<file path="config.mk">
export PLATFORM = sky130hd
export DESIGN_NAME = ws2812_frame_ctrl_flat
export DESIGN_NICKNAME = d
export VERILOG_FILES = /design/src/rtl/ws2812_frame_ctrl_if.sv /design/src/rtl/ws2812_frame_ctrl.sv /design/src/flat_wrapper.sv
export SDC_FILE = /design/constraint.sdc
export NUM_CORES = 1
export LEC_CHECK = 0
export ABC_AREA = 1
export ABC_CLOCK_PERIOD_IN_PS = 4850
export CAP_MARGIN = 20
export CORE_MARGIN = 10
export CORE_UTILIZATION = 25
export CTS_CLUSTER_SIZE = 24
export DETAILED_ROUTE_END_ITERATION = 7
export GPL_ROUTABILITY_DRIVEN = 0
export PLACE_DENSITY = 0.49
export SLEW_MARGIN = 40
export SYNTH_ARGS = -nofsm -noshare
export SYNTH_HDL_FRONTEND = slang
export SYNTH_SLANG_ARGS = --single-unit
export TNS_END_PERCENT = 100
</file>
<file path="constraint.sdc">
create_clock -name clk -period 4.85 [get_ports clk]
set_input_delay 0.485 -clock clk [delete_from_list [all_inputs] [get_ports clk]]
set_output_delay 0.485 -clock clk [all_outputs]
set_load 0.02 [all_outputs]
</file>
<file path="src/rtl/ws2812_frame_ctrl_if.sv">
// Pixel-buffer, encoder and control signals between the WS2812 frame controller and its environment.
interface ws2812_frame_ctrl_if #(
    parameter int ADDR_W = 6
);
    logic              start;
    logic              dv;
    logic              ws_in;
    logic              pix_rd;
    logic [ADDR_W-1:0] pix_addr;
    logic [23:0]       pix_data;
    logic              data;
    logic              ws_out;
    logic              busy;
    logic              frame_done;

    modport master (
        output start, dv, ws_in, pix_data,
        input  pix_rd, pix_addr, data, ws_out, busy, frame_done
    );

    modport slave (
        input  start, dv, ws_in, pix_data,
        output pix_rd, pix_addr, data, ws_out, busy, frame_done
    );
endinterface

</file>
<file path="src/rtl/ws2812_frame_ctrl.sv">
// Frame sequencer feeding the WS2812 bit encoder: fetches GRB pixels, presents one bit per dv
// strobe MSB first, gates the LED line, then holds it low for the latch gap.
//
//   state   | meaning
//   --------+------------------------------------------------------------
//   S_IDLE  | line gated low, waiting for start
//   S_FETCH | first pixel read in flight, capture into shift register
//   S_ARM   | pixel loaded, waiting for dv to open the gate on bit 23
//   S_SEND  | shifting bits out on each dv, prefetching the next pixel
//   S_LATCH | line gated low, counting RESET_BITS dv strobes
module ws2812_frame_ctrl #(
    parameter int LED_NUM    = 64,
    parameter int ADDR_W     = 6,
    parameter int RESET_BITS = 300
) (
    input  logic              clk,
    input  logic              restn,
    ws2812_frame_ctrl_if.slave bus
);
    localparam int LCNT_W = $clog2(RESET_BITS + 1);
    localparam logic [ADDR_W-1:0] LAST_PIX   = ADDR_W'(LED_NUM - 1);
    localparam logic [LCNT_W-1:0] LAST_LATCH = LCNT_W'(RESET_BITS - 1);

    typedef enum logic [2:0] {
        S_IDLE,
        S_FETCH,
        S_ARM,
        S_SEND,
        S_LATCH
    } state_t;

    state_t            r_state;
    logic [23:0]       r_shift;
    logic [23:0]       r_hold;
    logic [4:0]        r_bit_idx;
    logic [ADDR_W-1:0] r_pix_idx;
    logic [LCNT_W-1:0] r_latch_cnt;
    logic              r_gate;
    logic              r_data;
    logic              r_pix_rd;
    logic [ADDR_W-1:0] r_pix_addr;
    logic              r_cap;
    logic              r_busy;
    logic              r_frame_done;

    always_ff @(posedge clk or negedge restn) begin
        if (!restn) begin
            r_state      <= S_IDLE;
            r_shift      <= '0;
            r_hold       <= '0;
            r_bit_idx    <= '0;
            r_pix_idx    <= '0;
            r_latch_cnt  <= '0;
            r_gate       <= 1'b0;
            r_data       <= 1'b0;
            r_pix_rd     <= 1'b0;
            r_pix_addr   <= '0;
            r_cap        <= 1'b0;
            r_busy       <= 1'b0;
            r_frame_done <= 1'b0;
        end else begin
            r_pix_rd     <= 1'b0;
            r_frame_done <= 1'b0;
            // pix_data is valid the cycle after the read strobe
            r_cap        <= r_pix_rd;
            if (r_cap) begin
                r_hold <= bus.pix_data;
            end

            case (r_state)
                S_IDLE: begin
                    r_gate <= 1'b0;
                    if (bus.start && !r_frame_done) begin
                        r_pix_rd   <= 1'b1;
                        r_pix_addr <= '0;
                        r_busy     <= 1'b1;
                        r_state    <= S_FETCH;
                    end
                end
                S_FETCH: begin
                    if (r_cap) begin
                        r_shift <= bus.pix_data;
                        r_state <= S_ARM;
                    end
                end
                S_ARM: begin
                    if (bus.dv) begin
                        r_data    <= r_shift[23];
                        r_gate    <= 1'b1;
                        r_bit_idx <= 5'd23;
                        r_pix_idx <= '0;
                        r_state   <= S_SEND;
                    end
                end
                S_SEND: begin
                    if (bus.dv) begin
                        if (r_bit_idx != 5'd0) begin
                            r_shift   <= {r_shift[22:0], 1'b0};
                            r_data    <= r_shift[22];
                            r_bit_idx <= r_bit_idx - 5'd1;
                            // strobe lands in the first cycle of bit 0, leaving a full period to capture
                            if (r_bit_idx == 5'd1 && r_pix_idx != LAST_PIX) begin
                                r_pix_rd   <= 1'b1;
                                r_pix_addr <= r_pix_idx + 1'b1;
                            end
                        end else if (r_pix_idx == LAST_PIX) begin
                            r_gate      <= 1'b0;
                            r_data      <= 1'b0;
                            r_latch_cnt <= '0;
                            r_state     <= S_LATCH;
                        end else begin
                            r_shift   <= r_hold;
                            r_data    <= r_hold[23];
                            r_bit_idx <= 5'd23;
                            r_pix_idx <= r_pix_idx + 1'b1;
                        end
                    end
                end
                S_LATCH: begin
                    if (bus.dv) begin
                        if (r_latch_cnt == LAST_LATCH) begin
                            r_frame_done <= 1'b1;
                            r_busy       <= 1'b0;
                            r_latch_cnt  <= '0;
                            r_state      <= S_IDLE;
                        end else begin
                            r_latch_cnt <= r_latch_cnt + 1'b1;
                        end
                    end
                end
                default: r_state <= S_IDLE;
            endcase
        end
    end

    assign bus.pix_rd     = r_pix_rd;
    assign bus.pix_addr   = r_pix_addr;
    assign bus.data       = r_data;
    assign bus.busy       = r_busy;
    assign bus.frame_done = r_frame_done;
    // gate clears asynchronously with reset, so the line drops in the same instant
    assign bus.ws_out     = bus.ws_in & r_gate;
endmodule

</file>
<file path="src/flat_wrapper.sv">
// flat-port wrapper written by rule: the top's interface ports become plain ports
module ws2812_frame_ctrl_flat 
#(
    parameter int LED_NUM    = 64,
    parameter int ADDR_W     = 6,
    parameter int RESET_BITS = 300
)
  (clk, restn, bus_start, bus_dv, bus_ws_in, bus_pix_data, bus_pix_rd, bus_pix_addr, bus_data, bus_ws_out, bus_busy, bus_frame_done);
  ws2812_frame_ctrl_if #(.ADDR_W(ADDR_W)) bus_i ();
  input  logic clk;
  input  logic restn;
  input wire logic [$bits(bus_i.start)-1:0] bus_start;
  input wire logic [$bits(bus_i.dv)-1:0] bus_dv;
  input wire logic [$bits(bus_i.ws_in)-1:0] bus_ws_in;
  input wire logic [$bits(bus_i.pix_data)-1:0] bus_pix_data;
  output wire logic [$bits(bus_i.pix_rd)-1:0] bus_pix_rd;
  output wire logic [$bits(bus_i.pix_addr)-1:0] bus_pix_addr;
  output wire logic [$bits(bus_i.data)-1:0] bus_data;
  output wire logic [$bits(bus_i.ws_out)-1:0] bus_ws_out;
  output wire logic [$bits(bus_i.busy)-1:0] bus_busy;
  output wire logic [$bits(bus_i.frame_done)-1:0] bus_frame_done;
  assign bus_i.start = bus_start;
  assign bus_i.dv = bus_dv;
  assign bus_i.ws_in = bus_ws_in;
  assign bus_i.pix_data = bus_pix_data;
  assign bus_pix_rd = bus_i.pix_rd;
  assign bus_pix_addr = bus_i.pix_addr;
  assign bus_data = bus_i.data;
  assign bus_ws_out = bus_i.ws_out;
  assign bus_busy = bus_i.busy;
  assign bus_frame_done = bus_i.frame_done;
  ws2812_frame_ctrl #(.LED_NUM(LED_NUM), .ADDR_W(ADDR_W), .RESET_BITS(RESET_BITS)) u_core (.clk(clk), .restn(restn), .bus(bus_i));
endmodule
</file>
==> impl_metrics.env <==
export IMPL_dp_hpwl_mm=7.44
export IMPL_nets=665
export IMPL_drc=0
export IMPL_clk_pin_slew_ns=0.06
export IMPL_fmax_ghz=0.392
export IMPL_clk_latency_ns=0.34
export IMPL_slew_viol_final=0
export IMPL_grt_pass1_wl_mm=19.2
export IMPL_finClkSkew_ns=0.00931
export IMPL_final_cell_mix="nand2_1 (304), dfrtp_1 (83), nand3_1 (60)"
export IMPL_cp_max_fo=31
export IMPL_cts_tree="yes"
export IMPL_post_drt_wl_per_cell_um=12.8
export IMPL_grt_max_degree=68
export IMPL_vias=3805
export IMPL_totalWireLength_mm=11.0
export IMPL_endpoint_kind="flop"
export IMPL_n_antenna_cell=0
export IMPL_clockBufferDepth=2
export IMPL_critical_path_class="reg -> reg"
export IMPL_tns_ns=0
export IMPL_max_stage_delay_ns=0.61
export IMPL_slowest_stage="nor2_4"
export IMPL_h_tree_depth=3
export IMPL_irDropWorstVdd_mv=0.218
export IMPL_worstPathCellList="nor2_4 -> nand2_4 -> nor2_4 -> nor2_1 -> nor2_1 -> inv_1 -> nand2_1 -> nand2_1"
export IMPL_fin_area_mm2=0.00526
export IMPL_max_cap_violations=0
export IMPL_io_buffer_count=39
export IMPL_vias_per_cell=4.42
export IMPL_n_fill_cell=1894
export IMPL_ys_warn_count=0
export IMPL_min_period_ns=2.55
export IMPL_fp_dieArea_mm2=0.0231
export IMPL_multiInputGateArea_mm2=0.00200
export IMPL_cts_resized_gates=0
export IMPL_grt_usage_pct=9.85
export IMPL_synth_xor_area_share_pct=0.604
export IMPL_cts_sinks=83
export IMPL_power_density_mw_per_mm2=582
export IMPL_seqCellArea_mm2=0.00208
export IMPL_muxShareOfSynthArea_pct=0
export IMPL_syn_nets=631
export IMPL_whs_ns=0.399
export IMPL_setup_violations=0
export IMPL_grt_pass1_vias=3969
export IMPL_syn_cell_area_mm2=0.00435
export IMPL_drtIter0Drc=302
export IMPL_grt_overflow_total=0
export IMPL_synthAdderAreaFrac_pct=1.44
export IMPL_avgSynthCellArea_um2=7.28
export IMPL_dr_pass1_iters=4
export IMPL_hold_viol_final=0
export IMPL_antenna_left=0
export IMPL_start_util_pct=25.3
export IMPL_ys_seq_area_share_pct=47.8
export IMPL_holdCritPathClass="reg -> reg"
export IMPL_max_slew_margin_pct=50.6
export IMPL_synthCells=597
export IMPL_status="finished clean"
export IMPL_worstMarginPinSlew_ns=0.738
export IMPL_final_common_cell="nand2_1"
export IMPL_io_pins=40
export IMPL_startpoint_type="flop"
export IMPL_synth_top_family_by_area="simple AND/OR/NAND/NOR gates"
export IMPL_rsz0062_at_grt="no"
export IMPL_synth_seq_cells=83
export IMPL_ys_types=28
export IMPL_crit_required_ns=5.08
export IMPL_yosys_area_share_simple_pct=40.0
export IMPL_fp_row_count=48
export IMPL_synth_compound_area_share_pct=4.03
export IMPL_die_x_um=152
export IMPL_crit_arrival_ns=2.78
export IMPL_cts_root_buf="clkbuf_16"
export IMPL_p_leak_nw=2.65
export IMPL_antenna_found_initial=0
export IMPL_finalCritPeriodShare_pct=52.6
export IMPL_drive_above_1_share_pct=6.13
export IMPL_core_mm2=0.0172
export IMPL_numCtsBuffers=9
export IMPL_area_growth_synth_to_final_pct=21.0
export IMPL_postPlaceCellArea_mm2=0.00491
export IMPL_fp_dieH_um=152
==> layer usage <==
layer,global-route usage [%],vias to the layer above,wire (µm)
li1,-,1935,-
met3,2.12,15,429
met4,4.13,0,185
met2,16.1,65,5120
met5,0,-,0
met1,12.3,1790,5310
==> final timing paths <==
kind                                    from               endpoint  slack [ns]  cells past startpoint
hold reg to reg            u_core.bus.pix_rd           u_core.r_cap        0.40                      0
setup reg to reg           u_core.r_state[2]  u_core.r_latch_cnt[5]        2.30                      8
min in group asynchronous              restn      u_core.r_hold[18]        0.56                      2
hold / removal             u_core.bus.pix_rd           u_core.r_cap        0.40                      0
max in group asynchronous              restn  u_core.r_latch_cnt[5]        3.38                      3
setup / recovery           u_core.r_state[2]  u_core.r_latch_cnt[5]        2.30                      8
==> registers in the layout, indices dropped and copies added (netlist names) <==
register and count:
u_core.r_bit_idx 5, u_core.r_state 3, u_core.r_shift 24, u_core.r_cap 1
u_core.bus.frame_done 1, u_core.r_gate 1, u_core.r_latch_cnt 9, u_core.r_pix_idx 6
u_core.bus.pix_addr 6, u_core.bus.pix_rd 1, u_core.r_hold 24, u_core.bus.busy 1
u_core.bus.data 1
==> where the power goes <==
| group | leakage (nW) | switching, mW | internal (mW) | total (mW) |
|---|---|---|---|---|
| Sequential | 1.04 | 0.199 | 0.984 | 1.18 |
| Clock | 0.165 | 0.293 | 0.472 | 0.765 |
| Combinational | 1.45 | 0.727 | 0.384 | 1.11 |
| Total | 2.65 | 1.22 | 1.84 | 3.06 |
==> per-stage QoR <==
stage | worst slack [ns] | utilization [%] | std cells | power [mW]
finish | 2.30 | 30.6 | 861 | 3.06
global route | 1.96 | 30.6 | 861 | 3.35
CTS | 2.27 | 30.6 | 861 | 3.11
detailed placement | 2.29 | 28.6 | 844 | 2.32
global placement | 2.33 | 28.6 | 844 | 2.29
floorplan | 3.29 | - | 597 | 2.02
==> cell families after synthesis <==
group / Yosys count
simple gates: 416
flops: 83
buf+inv: 58
compound gates: 32
xor+xnor: 3
fa+ha+maj: 5
==> synthesized netlist by cell type, drive strengths merged <==
library cell / n / area (µm²)
nor3b: 1 / 7.51
or2: 1 / 6.26
o22ai: 1 / 6.26
dfrtp: 83 / 2080
inv: 39 / 146
clkbuf: 5 / 18.8
ha: 5 / 62.6
xor2: 3 / 26.3
nand4: 5 / 31.3
nand3b: 1 / 7.51
buf: 14 / 101
a21oi: 5 / 25.0
o21bai: 2 / 15.0
o21ai: 22 / 114
nor2: 37 / 181
nand2: 307 / 1160
a21boi: 2 / 15.0
nand3: 64 / 340
==> worst max-delay path, delay by kind of cell, from the launching register on <==
kind	cells	cell delay [ns]
and+or+nand+nor	7	1.85
buffers and inverters	1	0.13
DFF	1	0.46
==> cell type report <==
cell class,count,share of cell area (%)
flip-flops and latches,83,39.5
well taps,225,5.35
clock inverters,6,1.78
clock buffers,10,4.55
repair buffers,42,7.92
inverters,39,2.78
multi-input cells,456,38.1
==> timing repair <==
action	in CTS	in global routing
buffers inserted	0	0
hold buffers	1	0
endpoints found under the hold margin	8	0
(Power assumes the default switching activity.)
==> edit: new RTL, same flow settings <==
The 5 states of `state_t` get a Gray code encoding in 3 bits.
--- a/src/rtl/ws2812_frame_ctrl.sv
+++ b/src/rtl/ws2812_frame_ctrl.sv
@@ -22,11 +22,11 @@
     localparam logic [LCNT_W-1:0] LAST_LATCH = LCNT_W'(RESET_BITS - 1);
 
     typedef enum logic [2:0] {
-        S_IDLE,
-        S_FETCH,
-        S_ARM,
-        S_SEND,
-        S_LATCH
+        S_IDLE  = 3'b000,
+        S_FETCH = 3'b001,
+        S_ARM   = 3'b011,
+        S_SEND  = 3'b010,
+        S_LATCH = 3'b110
     } state_t;
 
     state_t            r_state;
Formal check against the unedited RTL: no difference found for any inputs over 10 cycles, from zero or initial values; not proved beyond that.
==> edit against the original RTL <==
- wire length decreased by 0.35%
- worst setup slack better by 0.36 ns
- design area up 2.6%
- via count fell by 0.26%
- sequential power shrank 5%
- sequential cell count stayed put
- power rose by 3.9%
- final cell count stayed put
- area after synthesis grew 3.6%
- core utilization shrank 0.38 points
- worst hold slack worse by 0.31 ns
- critical path type unchanged
- critical endpoint is now u_core.r_bit_idx[2]$_DFFE_PN0P_
- largest cell class is now multi-input gates
==> edit: results <==
set metrics [dict create \
    yosys_warnings 0 \
    wl_per_cell_um 12.8 \
    worstReg2RegEnd "u_core.r_bit_idx[2]$_DFFE_PN0P_" \
    critical-path-top-delay-family "simple AND/OR/NAND/NOR gates" \
    ir_drop_mv 0.259 \
    switchingPower_mw 1.28 \
    first_iter_violations 300 \
    clock_skew_ns 0.0112 \
    fillers 1884 \
    hold_path.class "in -> async" \
    timing.critical_path.arrival_ns 2.41 \
    drt_first_pass_iters 4 \
    fin_nets 662 \
    clkTransAtPathRegs_ns 0.06 \
    post_cts_resized 0 \
    crit_fanout 28 \
    reg.largest.list "u_core.r_hold (24), u_core.r_shift (24), u_core.r_latch_cnt (9)" \
    drive_above_1_share_pct 10.3 \
    synth_common_cells "271 x nand2_1, 83 x dfrtp_1, 75 x nand3_1, 29 x inv_1, 27 x nand2_2" \
    clockBufferDepth 2 \
    grt_pass1_vias 3898 \
    io_buffers 39 \
    crit_path_start_kind "flop" \
    grt_max_degree 50 \
    reg2reg_depth 7 \
    cts_root_buffer "clkbuf_16" \
    viasPerCell 4.41 \
    max_stage_delay_ns 0.44 \
    antenna_found_initial 0 \
    synth_area_leaders "dfrtp_1 46%, nand2_1 23%, nand3_1 8.3%" \
    ff2ff_setup_slack_ns 2.66 \
    drt_wl_total_um 11000 \
    cts_buffers 9 \
    netlist-cell-type-count 31 \
    dp_cells 846 \
    h-tree-depth 3 \
    cts_setup_buffers 0 \
    cpMaxStageDelayCell "nor2_8" \
    syn-num-nets 631 \
    grt.total_usage_pct 9.86 \
    worst_pin_slew_ns 0.780 \
    postSynthAreaPerCell_um2 7.54 \
    insertion_delay_ns 0.35 \
    cp-end-kind "flop" \
    startpoint "u_core.r_bit_idx[1]$_DFFE_PN0P_" \
    async_reset_ff_share_pct 100 \
    dp_hpwl_um 7370 \
    grt_pass1_wl_um 19500 \
    p_leak_nw 2.65 \
    ys_seq_area_share_pct 46.1 \
    n_antenna_cell 0 \
    status "finished, final reports clean" \
]
==> edit: changes by cell type after synthesis, sizes merged, moves of 3 or more <==
cell,before,now
o21ai,22,25
nand2,307,301
nand4,5,8
xor2,3,0
inv,39,32
nand3,64,77
nor2,37,31
==> edit: final cells by class <==
cell class	instances	area share, %
repair buffers	41	7.47
flip-flops and latches	83	38.5
clock inverters	4	1.81
multi-input cells	460	39.8
inverters	33	2.39
clock buffers	11	4.69
well taps	229	5.31
==> edit: power by group through the flow <==
stage / Sequential [mW] / Clock [mW] / Combinational (mW)
after floorplan: 1.11 / 0 / 1.03
after global placement: 1.13 / 0 / 1.25
after detailed placement: 1.13 / 0 / 1.28
after CTS: 1.12 / 0.839 / 1.28
after global routing: 1.15 / 0.863 / 1.44
final: 1.12 / 0.813 / 1.25
==> edit: through the flow <==
| stage | setup WS (ns) | hold slack [ns] | area [um^2] |
|---|---|---|---|
| after detailed placement | 2.62 | 0.374 | 5040 |
| after CTS | 2.61 | 0.104 | 5390 |
| after global routing | 2.35 | 0.133 | 5390 |
| after floorplan | 3.27 | 0.189 | 4500 |
| final | 2.66 | 0.0906 | 5390 |
| after global placement | 2.68 | 0.402 | 5040 |
==> edit: logic make-up after synthesis <==
logic type / count (synthesis) / share of synthesized area (%)
buf+inv: 54 / 6.17
flops: 83 / 46.1
fa+ha+maj: 5 / 1.39
simple gates: 422 / 42.3
compound gates: 32 / 3.86
xor+xnor: 1 / 0.195
==> edit: routing by layer <==
metal	wire (um)	share of wire, %	global-route usage, %
met1	5340	49	12.3
met2	5050	46	15.3
met3	347	3.2	2.50
met4	265	2.4	5.26
met5	0	0	0
